**src/rtl/pool_out_packer_if.sv**
```systemverilog
// Write port from the pooling output packer to the output feature-map buffer.
interface pool_out_packer_if #(
   parameter int unsigned ADDR_WIDTH = 10,
   parameter int unsigned DATA_W     = 128
);
   logic                  wr_valid_o;
   logic                  wr_ready_i;
   logic [ADDR_WIDTH-1:0] wr_addr_o;
   logic [DATA_W-1:0]     wr_data_o;
   logic                  wr_last_o;

   modport master (
      output wr_valid_o,
      output wr_addr_o,
      output wr_data_o,
      output wr_last_o,
      input  wr_ready_i
   );

   modport slave (
      input  wr_valid_o,
      input  wr_addr_o,
      input  wr_data_o,
      input  wr_last_o,
      output wr_ready_i
   );
endinterface

```
**src/rtl/pool_out_packer.sv**
```systemverilog
// Buffers unstallable pooling lanes in per-lane FIFOs and packs one entry per
// lane into an addressed valid/ready write beat to the output buffer.
module pool_out_packer #(
   parameter int unsigned POOL_NUM   = 16,
   parameter int unsigned DATA_WIDTH = 8,
   parameter int unsigned FIFO_DEPTH = 8,
   parameter int unsigned ADDR_WIDTH = 10
) (
   input  logic                                clk,
   input  logic                                rst,
   input  logic [POOL_NUM-1:0]                 pool_last_i,
   input  logic [POOL_NUM-1:0]                 pool_valid_i,
   input  logic [POOL_NUM-1:0][DATA_WIDTH-1:0] pool_result_i,
   input  logic                                start_i,
   input  logic [ADDR_WIDTH-1:0]               base_addr_i,
   pool_out_packer_if.master                   wr,
   output logic                                busy_o,
   output logic                                done_o,
   output logic                                overflow_o,
   output logic                                misalign_o
);
   localparam int unsigned IDX_W  = $clog2(FIFO_DEPTH);
   localparam int unsigned PTR_W  = IDX_W + 1;
   localparam int unsigned ENT_W  = DATA_WIDTH + 1;
   localparam int unsigned WORD_W = POOL_NUM * DATA_WIDTH;

   typedef enum logic [1:0] {
      S_IDLE = 2'd0,
      S_RUN  = 2'd1,
      S_DONE = 2'd2
   } state_t;

   state_t r_state;
   state_t w_next;

   logic [ENT_W-1:0]  r_mem  [POOL_NUM][FIFO_DEPTH];
   logic [PTR_W-1:0]  r_wptr [POOL_NUM];
   logic [PTR_W-1:0]  r_rptr [POOL_NUM];

   logic              r_wr_valid;
   logic              r_wr_last;
   logic [WORD_W-1:0] r_wr_data;
   logic [ADDR_WIDTH-1:0] r_addr;
   logic              r_busy;
   logic              r_done;
   logic              r_overflow;
   logic              r_misalign;

   logic [POOL_NUM-1:0] w_empty;
   logic [POOL_NUM-1:0] w_full;
   logic [POOL_NUM-1:0] w_push;
   logic [POOL_NUM-1:0] w_pop_last;
   logic [WORD_W-1:0]   w_pop_data;
   logic                w_accept;
   logic                w_pop;
   logic                w_start;
   logic                w_ovf;
   logic                w_mis;

   // FIFO status and head-of-line entries for every lane
   always_comb begin
      w_empty    = '0;
      w_full     = '0;
      w_pop_last = '0;
      w_pop_data = '0;
      for (int i = 0; i < POOL_NUM; i++) begin
         w_empty[i]    = (r_wptr[i] == r_rptr[i]);
         w_full[i]     = (r_wptr[i] == (r_rptr[i] ^ PTR_W'(FIFO_DEPTH)));
         w_pop_last[i] = r_mem[i][r_rptr[i][IDX_W-1:0]][DATA_WIDTH];
         w_pop_data[i*DATA_WIDTH +: DATA_WIDTH] = r_mem[i][r_rptr[i][IDX_W-1:0]][DATA_WIDTH-1:0];
      end
   end

   // A held last beat blocks further pops so trailing entries stay for the next tile
   assign w_accept = r_wr_valid & wr.wr_ready_i;
   assign w_start  = (r_state == S_IDLE) & start_i;
   assign w_pop    = (r_state == S_RUN) & (&(~w_empty)) & (~r_wr_valid | w_accept)
                   & ~(r_wr_valid & r_wr_last);
   assign w_push   = pool_valid_i & (~w_full | {POOL_NUM{w_pop}});
   assign w_ovf    = |(pool_valid_i & w_full & ~{POOL_NUM{w_pop}});
   assign w_mis    = w_pop & (|w_pop_last) & ~(&w_pop_last);

   always_comb begin
      w_next = r_state;
      case (r_state)
         S_IDLE:  if (start_i) w_next = S_RUN;
         S_RUN:   if (w_accept && r_wr_last) w_next = S_DONE;
         S_DONE:  w_next = S_IDLE;
         default: w_next = S_IDLE;
      endcase
   end

   always_ff @(posedge clk or negedge rst) begin
      if (!rst) r_state <= S_IDLE;
      else      r_state <= w_next;
   end

   always_ff @(posedge clk or negedge rst) begin
      if (!rst) begin
         for (int i = 0; i < POOL_NUM; i++) begin
            r_wptr[i] <= '0;
            r_rptr[i] <= '0;
         end
      end else begin
         for (int i = 0; i < POOL_NUM; i++) begin
            if (w_push[i]) r_wptr[i] <= r_wptr[i] + PTR_W'(1);
            if (w_pop)     r_rptr[i] <= r_rptr[i] + PTR_W'(1);
         end
      end
   end

   always_ff @(posedge clk) begin
      for (int i = 0; i < POOL_NUM; i++) begin
         if (w_push[i]) r_mem[i][r_wptr[i][IDX_W-1:0]] <= {pool_last_i[i], pool_result_i[i]};
      end
   end

   // Output beat register, address counter and sticky status
   always_ff @(posedge clk or negedge rst) begin
      if (!rst) begin
         r_wr_valid <= 1'b0;
         r_wr_last  <= 1'b0;
         r_wr_data  <= '0;
         r_addr     <= '0;
         r_busy     <= 1'b0;
         r_done     <= 1'b0;
         r_overflow <= 1'b0;
         r_misalign <= 1'b0;
      end else begin
         if (w_pop) begin
            r_wr_valid <= 1'b1;
            r_wr_data  <= w_pop_data;
            r_wr_last  <= &w_pop_last;
         end else if (w_accept) begin
            r_wr_valid <= 1'b0;
            r_wr_last  <= 1'b0;
         end
         if (w_start)       r_addr <= base_addr_i;
         else if (w_accept) r_addr <= r_addr + ADDR_WIDTH'(1);
         r_overflow <= (r_overflow & ~w_start) | w_ovf;
         r_misalign <= (r_misalign & ~w_start) | w_mis;
         r_busy     <= (w_next == S_RUN);
         r_done     <= (w_next == S_DONE);
      end
   end

   assign wr.wr_valid_o = r_wr_valid;
   assign wr.wr_addr_o  = r_addr;
   assign wr.wr_data_o  = r_wr_data;
   assign wr.wr_last_o  = r_wr_last;
   assign busy_o        = r_busy;
   assign done_o        = r_done;
   assign overflow_o    = r_overflow;
   assign misalign_o    = r_misalign;
endmodule

```
**src/flat_wrapper.sv**
```systemverilog
// flat-port wrapper written by rule: the top's interface ports become plain ports
module pool_out_packer_flat 
#(
   parameter int unsigned POOL_NUM   = 16,
   parameter int unsigned DATA_WIDTH = 8,
   parameter int unsigned FIFO_DEPTH = 8,
   parameter int unsigned ADDR_WIDTH = 10
)
  (clk, rst, pool_last_i, pool_valid_i, pool_result_i, start_i, base_addr_i, busy_o, done_o, overflow_o, misalign_o, wr_wr_valid_o, wr_wr_addr_o, wr_wr_data_o, wr_wr_last_o, wr_wr_ready_i);
  pool_out_packer_if #(.ADDR_WIDTH(ADDR_WIDTH)) wr_i ();
  input  logic clk;
  input  logic rst;
  input  logic [POOL_NUM-1:0] pool_last_i;
  input  logic [POOL_NUM-1:0] pool_valid_i;
  input  logic [POOL_NUM-1:0][DATA_WIDTH-1:0] pool_result_i;
  input  logic start_i;
  input  logic [ADDR_WIDTH-1:0] base_addr_i;
  output logic busy_o;
  output logic done_o;
  output logic overflow_o;
  output logic misalign_o;
  output wire logic [$bits(wr_i.wr_valid_o)-1:0] wr_wr_valid_o;
  output wire logic [$bits(wr_i.wr_addr_o)-1:0] wr_wr_addr_o;
  output wire logic [$bits(wr_i.wr_data_o)-1:0] wr_wr_data_o;
  output wire logic [$bits(wr_i.wr_last_o)-1:0] wr_wr_last_o;
  input wire logic [$bits(wr_i.wr_ready_i)-1:0] wr_wr_ready_i;
  assign wr_wr_valid_o = wr_i.wr_valid_o;
  assign wr_wr_addr_o = wr_i.wr_addr_o;
  assign wr_wr_data_o = wr_i.wr_data_o;
  assign wr_wr_last_o = wr_i.wr_last_o;
  assign wr_i.wr_ready_i = wr_wr_ready_i;
  pool_out_packer #(.POOL_NUM(POOL_NUM), .DATA_WIDTH(DATA_WIDTH), .FIFO_DEPTH(FIFO_DEPTH), .ADDR_WIDTH(ADDR_WIDTH)) u_core (.clk(clk), .rst(rst), .pool_last_i(pool_last_i), .pool_valid_i(pool_valid_i), .pool_result_i(pool_result_i), .start_i(start_i), .base_addr_i(base_addr_i), .wr(wr_i), .busy_o(busy_o), .done_o(done_o), .overflow_o(overflow_o), .misalign_o(misalign_o));
endmodule
```
**config.mk**
```make
export PLATFORM = sky130hd
export DESIGN_NAME = pool_out_packer_flat
export DESIGN_NICKNAME = d
export VERILOG_FILES = /design/src/rtl/pool_out_packer_if.sv /design/src/rtl/pool_out_packer.sv /design/src/flat_wrapper.sv
export SDC_FILE = /design/constraint.sdc
export NUM_CORES = 2
export LEC_CHECK = 0
export CORE_AREA = 2 2 350 283
export DETAILED_ROUTE_END_ITERATION = 10
export DIE_AREA = 0 0 352 285
export PLACE_DENSITY = 0.77
export SLEW_MARGIN = 5
export SYNTH_ARGS = -nofsm -noshare
export SYNTH_HDL_FRONTEND = slang
export SYNTH_SLANG_ARGS = --single-unit
```
**constraint.sdc**
```tcl
create_clock -name clk -period 4 [get_ports clk]
set_input_delay 0.6 -clock clk [delete_from_list [all_inputs] [get_ports clk]]
set_output_delay 0.6 -clock clk [all_outputs]
set_load 0.01 [all_outputs]
```
==> flow_metrics.py <==
metrics = {
    "timing": {
        "max_freq_mhz": 257,
        "finalWorstSetupSlack_ns": 0.104,
        "slew_headroom_pct": 20.5,
        "post-route-min-period_ns": 3.90,
        "hold_viol": 0,
        "rsz0062_at_grt": "yes",
        "worst_slew_pin_slew_ns": 1.19,
        "min_period_over_period_pct": 97.4,
        "setup_violations": 0,
        "drv_slew": 0,
        "tns_ns": 0,
        "finalClockSkew_ns": 0.0299,
    },
    "yosys": {
        "synth-adder-area-share_pct": 0.717,
        "syn-cell-area_sq_um": 57600,
        "ys_types": 44,
        "synthXorXnorAreaFrac_pct": 1.84,
        "yosysWarnings": 0,
        "synth_top_family_by_area": "multiplexers",
        "synth_compound_area_share_pct": 2.66,
        "synth_mux_area_share_pct": 16.9,
        "ys_ff_latch": 1426,
        "syn_area_per_cell_sq_um": 19.1,
        "seq_area_frac_synth_pct": 72.0,
        "syn-num-nets": 3215,
        "synth_simple_gate_area_share_pct": 4.04,
        "syn_inst": 3008,
    },
    "clock_tree": {
        "post_cts_buffers": 0,
        "cts-buffers-inserted": 136,
        "htreeDepth": 4,
        "clockBufferDepth": 3,
        "root_buffer": "clkbuf_16",
        "clk_latency_ns": 0.74,
        "cts_tree": "done",
        "cts.sinks": 1426,
        "clk_pin_slew_ns": 0.06,
    },
    "place": {
        "place_ws_ns": 0.0270,
        "gp_congestion": 0.838,
        "port_buffers": 317,
        "dp_hpwl_mm": 82.2,
    },
    "routing": {
        "met3WireLength_mm": 8.59,
        "drtIter0Drc": 2495,
        "dr_wl_met2_mm": 62.0,
        "vias_per_cell": 6.09,
        "ant_nets": 0,
        "drt-total-wl_mm": 124,
        "via_count": 29923,
        "first_pass_iters": 5,
        "drt-met1-wl_mm": 50.4,
        "wl_per_cell_microns": 25.3,
        "route.top_layer_used": "met5",
        "drc_errors": 0,
    },
    "layout": {
        "final_core_util_pct": 69.7,
        "nets": 3685,
        "synthToLayoutAreaGrowth_pct": 17.8,
        "drive_above_1_share_pct": 27.7,
    },
    "die": {
        "design.die.area_sq_um": 100000,
        "initial_core_util_pct": 59.1,
        "core-area_sq_um": 97300,
        "die_w_microns": 352,
        "num_rows": 103,
        "boundaryPins": 318,
        "die_y_microns": 285,
    },
    "grt": {
        "grt_pass1_wl_mm": 190,
        "grt_pass1_vias": 31231,
        "antenna_found_initial": 22,
        "track_usage_pct": 25.1,
        "grt-ovfl-total": 0,
        "grt_max_degree": 101,
    },
    "power_and_ir_drop": {
        "power_per_cell_area_nw_per_um2": 854,
        "peakVddDrop_mv": 1.12,
        "p_leak_nw": 23.0,
        "clockPowerShare_pct": 21.6,
        "p_int_w": 0.0381,
        "seq_power_share_pct": 37.2,
        "power.switching_w": 0.0198,
        "power.share.combinational_pct": 41.2,
        "p_sw_share_pct": 34.2,
    },
    "hold_path": {
        "min_path_type": "primary input to register",
    },
    "outcome": {
        "status": "complete, no violations",
    },
    "critical_path": {
        "critical_path_arrival_ns": 4.51,
        "cp-start-kind": "register",
        "critPathKind": "register to register",
        "cp-end-kind": "register",
        "worstPathRequired_ns": 4.61,
        "crit_fanout": 35,
    },
    "run": {
        "maxCapViolCount": 0,
    },
}
==> power groups by stage <==
stage          combinational [W]  clock [W]  sequential (W)
5_1_grt                   0.0256     0.0133          0.0218
3_3_place_gp              0.0230          0          0.0215
3_5_place_dp              0.0238          0          0.0217
6_report                  0.0238     0.0125          0.0215
2_1_floorplan             0.0162          0          0.0214
4_1_cts                   0.0241     0.0127          0.0215
==> layout by cell type (no fill, tap or decap), types with 7 or more instances in the layout <==
cell type	netlist	layout
edfxtp_1	1152	1152
clkdlybuf4s50_1	0	316
mux4_2	288	288
dfrtp_1	274	274
mux2_2	241	241
buf_4	1	197
clkbuf_16	0	137
o211ai_1	129	129
nor3_1	125	114
xor2_1	91	91
nand2_1	71	71
nand2b_1	54	54
nand3_1	38	37
clkbuf_1	78	36
inv_1	33	33
ha_1	33	33
mux2_1	31	31
nor4_1	42	30
xnor2_1	30	30
o21ai_0	28	28
clkinv_2	0	21
nor4b_2	0	18
mux2i_1	17	17
o21a_1	16	16
or3_1	16	16
clkinv_1	0	16
a21bo_2	15	15
nor2b_1	13	13
nor3_2	0	11
nor4_2	0	10
nand3b_1	10	10
diode_2	0	8
nor2_1	8	8
bufinv_16	0	8
nor4b_1	28	7
nand4_1	7	7
inv_6	0	7
buf_12	0	7
==> area by class of cell <==
cell class | count | area [sq um]
tap | 1312 | 1640
clock inverter | 72 | 733
antenna | 8 | 20.0
fill | 5905 | 29500
inverter | 33 | 124
clock buffer | 179 | 3650
sequential | 1426 | 41400
multi-input combinational | 1359 | 15400
timing repair buffer | 522 | 4810
==> stage by stage <==
| stage | hold slack (ns) | cell area [sq um] | total power (W) | std cells |
|---|---|---|---|---|
| 6_report | 0.439 | 67800 | 0.0579 | 4911 |
| 5_1_grt | 0.429 | 67800 | 0.0608 | 4910 |
| 4_1_cts | 0.402 | 67700 | 0.0583 | 4903 |
| 3_5_place_dp | 0.475 | 63300 | 0.0455 | 4651 |
| 3_3_place_gp | 0.461 | 63300 | 0.0445 | 4651 |
| 2_1_floorplan | 0.304 | 57600 | 0.0376 | 3008 |
==> metal layers <==
layer  GRT usage (%)  vias to the layer above
li1                -                    13050
met1            34.0                    15590
met2            41.0                     1057
met3            5.72                      200
met4            7.95                       26
met5               0                        -
==> registers in the layout (all words and copies together), names as in the netlist, 2 cells and up <==
| signal | cells |
|---|---|
| u_core.r_mem | 1152 |
| u_core.wr.wr_data_o | 128 |
| u_core.r_rptr | 64 |
| u_core.r_wptr | 64 |
| u_core.wr.wr_addr_o | 10 |
| u_core.r_state | 2 |
==> cells by family after synthesis <==
family,Yosys count
DFF,1426
AOI/OAI and AO/OA,206
buffers and inverters,223
muxes,577
adders and majority gates,33
xor gates and xnor gates,121
and+or+nand+nor,422
==> synth_stat cells <==
library cell	n	area [sq um]
mux4_2	288	6490
inv_1	33	124
xor2_1	91	797
edfxtp_1	1152	34600
nor2b_1	13	81.3
buf_2	75	375
o21ai_0	28	140
or4_1	1	7.51
a21o_1	1	7.51
clkbuf_1	78	293
a21bo_2	15	150
nand4_1	7	43.8
a311oi_1	2	17.5
dfrtp_1	274	6860
nand2b_1	54	338
a22oi_1	1	7.51
and2_1	3	18.8
o211ai_1	129	968
o2bb2ai_1	1	8.76
or3_1	16	100
and3_1	3	18.8
nor2_1	8	30.0
buf_4	1	7.51
or3b_2	2	17.5
o21a_1	16	120
nand3b_1	10	75.1
nor4b_1	28	245
buf_1	20	75.1
nor4_1	42	263
a211oi_1	1	7.51
mux2_2	241	2710
mux2i_1	17	170
clkbuf_2	1	5.00
a221oi_1	4	35.0
a32oi_1	3	26.3
xnor2_1	30	263
nand3_1	38	190
a22o_1	5	43.8
nand2_1	71	267
or2_1	1	6.26
mux2_1	31	349
buf_6	15	169
nor3_1	125	626
ha_1	33	413
==> critical path: stages, from the launching register on <==
cell	delay, ns
dfrtp_1	0.64
xor2_1	0.17
nor4_1	0.83
a211oi_1	0.21
buf_4	0.22
nand3_4	0.07
buf_12	0.17
buf_4	0.38
or2_4	0.27
buf_4	0.40
mux2_2	0.39
==> worst paths after layout <==
path / start / to / slack (ns) / cells after the start
hold / removal: base_addr_i[7] / u_core.wr.wr_addr_o[7]$_DFFE_PN0P_ / 0.44 / 3
setup reg to reg: u_core.r_wptr[5]$_DFFE_PN0P_ / u_core.wr.wr_data_o[78]$_DFFE_PN0N_ / 0.10 / 10
setup / recovery: u_core.r_wptr[5]$_DFFE_PN0P_ / u_core.wr.wr_data_o[78]$_DFFE_PN0N_ / 0.10 / 10
max in group asynchronous: rst / u_core.r_wptr[55]$_DFFE_PN0P_ / 2.32 / 3
hold reg to reg: u_core.r_rptr[15]$_DFFE_PN0N_ / u_core.r_rptr[15]$_DFFE_PN0N_ / 0.49 / 1
min in group asynchronous: rst / u_core.wr.wr_data_o[77]$_DFFE_PN0N_ / 0.47 / 2
==> repair_timing <==
item,CTS,global route
endpoints found under the setup margin,18,56
cloned,0,0
hold endpoints to repair,27,0
resized for setup,2,8
hold buffers,1,0
(Power assumes the default switching activity.)
